==> src/rtl/rect_bounce.sv <==
// ---------------------------------------------------------------------------
// rect_bounce
//
// Animated-rectangle stage between the 480p timing generator and the paint
// stage. Once per frame, on the first cycle of the first blanking line, the
// rectangle is stepped by SPEED pixels on each axis and reflected off the
// screen edges. Every pixel cycle a registered inside-rectangle flag is
// produced, aligned with the one-cycle-delayed coordinates and data enable.
//
// Ports
//   clk_pix    in   pixel clock
//   rst_pix_n  in   synchronous active-low reset
//   sx, sy     in   current pixel coordinates from the timing generator
//   de         in   data enable from the timing generator
//   run        in   motion enable, only looked at on the update strobe
//   sx_out     out  sx delayed one cycle
//   sy_out     out  sy delayed one cycle
//   de_out     out  de delayed one cycle
//   rect_out   out  inside-rectangle flag, aligned with sx_out/sy_out
//   rect_x     out  current left edge of the rectangle
//   rect_y     out  current top edge of the rectangle
//   bounce     out  one-cycle pulse after a strobe that reflected an axis
// ---------------------------------------------------------------------------
module rect_bounce #(
   parameter int CORDW  = 10,
   parameter int H_RES  = 640,
   parameter int V_RES  = 480,
   parameter int RECT_W = 200,
   parameter int RECT_H = 160,
   parameter int SPEED  = 2,
   parameter int X0     = 220,
   parameter int Y0     = 160
) (
   input  logic             clk_pix,
   input  logic             rst_pix_n,
   input  logic [CORDW-1:0] sx,
   input  logic [CORDW-1:0] sy,
   input  logic             de,
   input  logic             run,
   output logic [CORDW-1:0] sx_out,
   output logic [CORDW-1:0] sy_out,
   output logic             de_out,
   output logic             rect_out,
   output logic [CORDW-1:0] rect_x,
   output logic [CORDW-1:0] rect_y,
   output logic             bounce
);

   // Edge tests need two guard bits: pos + size + step can exceed 2**CORDW.
   localparam int EW = CORDW + 2;

   localparam logic [CORDW-1:0] V_RES_C = CORDW'(V_RES);
   localparam logic [CORDW-1:0] SPD_C   = CORDW'(SPEED);
   localparam logic [CORDW-1:0] X_MAX   = CORDW'(H_RES - RECT_W);
   localparam logic [CORDW-1:0] Y_MAX   = CORDW'(V_RES - RECT_H);
   localparam logic [CORDW-1:0] X0_C    = CORDW'(X0);
   localparam logic [CORDW-1:0] Y0_C    = CORDW'(Y0);

   localparam logic [EW-1:0] SPD_E  = EW'(SPEED);
   localparam logic [EW-1:0] RW_E   = EW'(RECT_W);
   localparam logic [EW-1:0] RH_E   = EW'(RECT_H);
   localparam logic [EW-1:0] HRES_E = EW'(H_RES);
   localparam logic [EW-1:0] VRES_E = EW'(V_RES);

   // Hit-test extents, one guard bit so x + RECT_W never wraps.
   localparam logic [CORDW:0] RW_H = (CORDW+1)'(RECT_W);
   localparam logic [CORDW:0] RH_H = (CORDW+1)'(RECT_H);

   typedef enum logic {DIR_RIGHT = 1'b0, DIR_LEFT = 1'b1} hdir_t;
   typedef enum logic {DIR_DOWN  = 1'b0, DIR_UP   = 1'b1} vdir_t;

   // True when the next step along one axis would leave the screen.
   // Moving toward zero: the step would go negative.
   // Moving away from zero: the far edge would pass the resolution.
   function automatic logic edge_reached(
      input logic [CORDW-1:0] pos,
      input logic             toward_zero,
      input logic [EW-1:0]    size,
      input logic [EW-1:0]    res
   );
      if (toward_zero)
         edge_reached = (pos < SPD_C);
      else
         edge_reached = (({2'b00, pos} + size + SPD_E) > res);
   endfunction

   // Next position along one axis; a reflecting step clamps to the edge.
   function automatic logic [CORDW-1:0] step_pos(
      input logic [CORDW-1:0] pos,
      input logic             toward_zero,
      input logic             hit,
      input logic [CORDW-1:0] far_pos
   );
      if (hit)
         step_pos = toward_zero ? '0 : far_pos;
      else if (toward_zero)
         step_pos = pos - SPD_C;
      else
         step_pos = pos + SPD_C;
   endfunction

   hdir_t            hdir, hdir_nx;
   vdir_t            vdir, vdir_nx;
   logic [CORDW-1:0] x, x_nx;
   logic [CORDW-1:0] y, y_nx;
   logic             upd, move;
   logic             h_hit, v_hit;
   logic             bounce_nx;

   logic [CORDW:0]   x_end, y_end;
   logic             in_rect_p0;

   logic [CORDW-1:0] sx_p1, sy_p1;
   logic             vld_p1;
   logic             rect_p1;
   logic             bounce_p1;

   // Exactly one strobe per frame, in blanking, so the rectangle is
   // stationary across the whole active area.
   assign upd  = (sx == '0) && (sy == V_RES_C);
   assign move = upd && run;

   assign h_hit = edge_reached(x, hdir == DIR_LEFT, RW_E, HRES_E);
   assign v_hit = edge_reached(y, vdir == DIR_UP,   RH_E, VRES_E);

   // ---- direction FSMs: state register -----------------------------------
   always_ff @(posedge clk_pix) begin
      if (!rst_pix_n) begin
         hdir <= DIR_RIGHT;
         vdir <= DIR_DOWN;
         x    <= X0_C;
         y    <= Y0_C;
      end else begin
         hdir <= hdir_nx;
         vdir <= vdir_nx;
         x    <= x_nx;
         y    <= y_nx;
      end
   end

   // ---- direction FSMs: next state ---------------------------------------
   always_comb begin
      hdir_nx = hdir;
      vdir_nx = vdir;
      x_nx    = x;
      y_nx    = y;
      if (move) begin
         x_nx = step_pos(x, hdir == DIR_LEFT, h_hit, X_MAX);
         y_nx = step_pos(y, vdir == DIR_UP,   v_hit, Y_MAX);
         if (h_hit)
            hdir_nx = (hdir == DIR_RIGHT) ? DIR_LEFT : DIR_RIGHT;
         if (v_hit)
            vdir_nx = (vdir == DIR_DOWN) ? DIR_UP : DIR_DOWN;
      end
   end

   // ---- direction FSMs: outputs ------------------------------------------
   // A corner hit flips both axes but still produces a single pulse.
   always_comb begin
      bounce_nx = move && (h_hit || v_hit);
   end

   // ---- stage p0: hit test on the incoming coordinates -------------------
   // Uses the pre-update position during the strobe cycle; that cycle is in
   // blanking, so nothing visible is affected.
   always_comb begin
      x_end      = {1'b0, x} + RW_H;
      y_end      = {1'b0, y} + RH_H;
      in_rect_p0 = ({1'b0, sx} >= {1'b0, x}) && ({1'b0, sx} < x_end) &&
                   ({1'b0, sy} >= {1'b0, y}) && ({1'b0, sy} < y_end);
   end

   // ---- stage p1: registered, mutually aligned outputs -------------------
   always_ff @(posedge clk_pix) begin
      if (!rst_pix_n) begin
         sx_p1     <= '0;
         sy_p1     <= '0;
         vld_p1    <= 1'b0;
         rect_p1   <= 1'b0;
         bounce_p1 <= 1'b0;
      end else begin
         sx_p1     <= sx;
         sy_p1     <= sy;
         vld_p1    <= de;
         rect_p1   <= in_rect_p0;
         bounce_p1 <= bounce_nx;
      end
   end

   assign sx_out   = sx_p1;
   assign sy_out   = sy_p1;
   assign de_out   = vld_p1;
   assign rect_out = rect_p1;
   assign rect_x   = x;
   assign rect_y   = y;
   assign bounce   = bounce_p1;

endmodule

==> config.mk <==
export PLATFORM = sky130hd
export DESIGN_NAME = rect_bounce
export DESIGN_NICKNAME = d
export VERILOG_FILES = /design/src/rtl/rect_bounce.sv
export SDC_FILE = /design/constraint.sdc
export NUM_CORES = 1
export LEC_CHECK = 0
export ABC_AREA = 1
export BUFFER_PORTS_ARGS = -buffer_cell sky130_fd_sc_hd__buf_4
export CAP_MARGIN = 5
export CORE_MARGIN = 3
export CORE_UTILIZATION = 60
export CTS_CLUSTER_SIZE = 28
export DETAILED_ROUTE_END_ITERATION = 16
export GPL_ROUTABILITY_DRIVEN = 0
export PLACE_DENSITY_LB_ADDON = 0.2
export REMOVE_ABC_BUFFERS = 1
export SLEW_MARGIN = 40
export SYNTH_ARGS = -nofsm -noshare
export SYNTH_HDL_FRONTEND = slang
export SYNTH_SLANG_ARGS = --single-unit
export TNS_END_PERCENT = 1
==> constraint.sdc <==
create_clock -name clk_pix -period 3.3 [get_ports clk_pix]
set_clock_uncertainty 0.05 [all_clocks]
set_input_delay 0.99 -clock clk_pix [delete_from_list [all_inputs] [get_ports clk_pix]]
set_output_delay 0.99 -clock clk_pix [all_outputs]
set_load 0.01 [all_outputs]
==> qor.csv <==
metric,value,unit
worst reg2reg path depth,11,
yosys warns,0,
global-route wire length before repair,14480,µm
"Avg Cell Area, Syn",6.977,µm²
Starting Density,64.34,%
vias in the first global route,3142,
CTS Hold Bufs,0,
clk buf depth,2,
"count leader, synth",nand2_1,
area fraction of the dominant cell type after synthesis,25.39,%
final setup vio count,0,
"worst slack, placed",0.6190,ns
Boundary Pins,67,
fin util,75.81,%
total wire length,8640,µm
H-tree Lvls,2,
leakage power,1.993,nW
CP Class,flip-flop to flip-flop,
Hold Path Depth,2,
Synth top cells by count,"nand2_1, inv_1, dfxtp_1, ha_1, nor2_1",
Synth area leaders,"dfxtp_1, ha_1, nand2_1",
maximum VDD drop,0.0002749,V
initial DRC count,198,
Initial DRT Pass Iterations,7,
Mapped Cells,486,
Final #Nets,607,
"FFs w/ async S/R, synth",0,%
Final Non-Filler Cells,614,
I/O Buffers,64,
final setup margin,0.8194,ns
DR vias,3441,
critical path data required time,3.43,ns
Post-synth EDFFs,0,
pwr/cell area,273.5,nW/µm²
ys flop type,dfxtp_1,
# Post-CTS Setup Buffers,0,
Synth Register Bits,43,
layout cells sized above 1,19.85,%
# resized after CTS,0,
Post-Place Cells,606,
post-synthesis cell area,3391,µm²
status,"complete, no violations",
hpwl dp,6609,µm
"critical path fanouts, max",10,
CP arrival,2.61,ns
Clock Tree Root,clkbuf_8,
initial antenna violation count,0,
Num CTS Buffers,5,
GR Overflow Total,0,
Die Height,81.18,µm
Die Wd,81.18,µm
distinct cell type count after synthesis,45,
Worst Hold Class,flip-flop to flip-flop,
Final Hold Violating Endpoints,0,
placed cell areas,3879,µm²
n_diodes,0,
largest net degree at the start of global routing,32,
fin. max-slew vios,0,
cell accounting for the most synthesized area,dfxtp_1,
CP Launch Type,flip-flop,
multi-input logic area,2171,µm²
ANT nets after route,0,
Period minus WS final,2.481,ns
Max Clock Freq,403.1,MHz
Register Area,860.8,µm²
CTS clock-pin slew for the worst setup and hold paths,0.09,ns
DR DRC count,0,
P&R area growth vs syn,17.82,%
Via-to-Cell Ratio,5.604,
clk sinks,43,
CP endpoint kind,flip-flop,
post-route cell area,3995,µm²
RSZ-0062 raised after global routing,false,
fillers,406,
core area,5270,µm²
clk_lat worst skew,0.30,ns
Total Routing Usage GR,27.59,%
die footprint,6589,µm²
WL/cell,14.07,µm
CTS tree,yes,
Max-Cap Viols,0,
ratio of final minimum period to clock period,75.17,%
setup TNS,0,ns
sequential share of the synthesized area,25.39,%
FP Rows,26,
-- per-layer routing --
metal / vias to the layer above / share of wire (%) / GRT usage (%)
met1: 1577 / 45 / 37.04
met3: 6 / 7.7 / 4.435
met4: 0 / 0.75 / 6.419
met5: - / 0 / 0
met2: 160 / 47 / 46.22
li1: 1698 / - / -
-- worst paths after layout --
kind	slack (ns)	end	from
hold reg to reg	0.55	rect_y[4]$_SDFFE_PN0P_	rect_y[4]$_SDFFE_PN0P_
hold / removal	0.55	rect_y[4]$_SDFFE_PN0P_	rect_y[4]$_SDFFE_PN0P_
setup reg to reg	0.82	rect_out$_SDFF_PN0_	rect_y[5]$_SDFFE_PN1P_
setup / recovery	0.82	rect_out$_SDFF_PN0_	rect_y[5]$_SDFFE_PN1P_
-- metrics by stage --
stage / total power [mW] / hold WS, ns
2_1_floorplan: 0.6077 / 0.5059
3_3_place_gp: 0.6729 / 0.5210
3_5_place_dp: 0.6786 / 0.5317
4_1_cts: 1.096 / 0.5450
5_1_grt: 1.136 / 0.5718
6_report: 1.093 / 0.5538
-- power breakdown --
group	internal (mW)	switching, mW	total, mW
combinational	0.0615	0.0700	0.132
clock	0.230	0.195	0.425
sequential	0.532	0.00383	0.536
-- cells in the final DEF, fill, tap and decap left out, types with 3 or more instances in the layout --
| cell | count |
|---|---|
| nor3_1 | 4 |
| nand2_2 | 7 |
| a21oi_2 | 3 |
| nand3_1 | 29 |
| xor2_1 | 22 |
| nand2_1 | 109 |
| nor4_1 | 4 |
| nor2_1 | 33 |
| a21oi_1 | 30 |
| nand2_4 | 3 |
| clkbuf_8 | 5 |
| inv_1 | 63 |
| o21ai_1 | 6 |
| o21ai_0 | 20 |
| inv_2 | 8 |
| nor2_2 | 4 |
| nand4_1 | 12 |
| nand3_2 | 3 |
| dfxtp_1 | 43 |
| ha_1 | 40 |
| buf_4 | 64 |
-- area by class of cell --
cell class / count / share of cell area (%)
inverters: 73 / 6.984
flip-flops and latches: 43 / 21.55
well taps: 70 / 2.192
multi-input cells: 356 / 54.34
clock inverters: 3 / 1.190
clock buffers: 5 / 1.723
repair buffers: 64 / 12.03
-- worst max-delay path, cell delays in order, from the launching register on --
cell and delay (ns):
dfxtp_1 0.61, ha_1 0.29, inv_1 0.07, nand2_1 0.09
nand2_1 0.06, xor2_1 0.15, ha_1 0.28, inv_1 0.03
nor2_1 0.14, nand3_1 0.12, o311ai_0 0.37, nor2_1 0.09
-- sequential cells by signal, summed over array words and instances, names as in the netlist --
name	flops
bounce	1
de_out	1
hdir	1
rect_out	1
rect_x	9
rect_y	9
sx_out	10
sy_out	10
vdir	1
-- cells by family (layout without fill, tap and decap cells) --
| group | Yosys count | after routing | share of synthesized area, % |
|---|---|---|---|
| compound gates | 73 | 73 | 12.36 |
| xor+xnor | 24 | 24 | 6.199 |
| fa+ha+maj | 40 | 40 | 14.76 |
| buf+inv | 88 | 145 | 10.70 |
| flops | 43 | 43 | 25.39 |
| other cells | 1 | 2 | 0.1106 |
| simple gates | 217 | 217 | 30.48 |
Note: power is estimated with default switching activity, not from simulation.
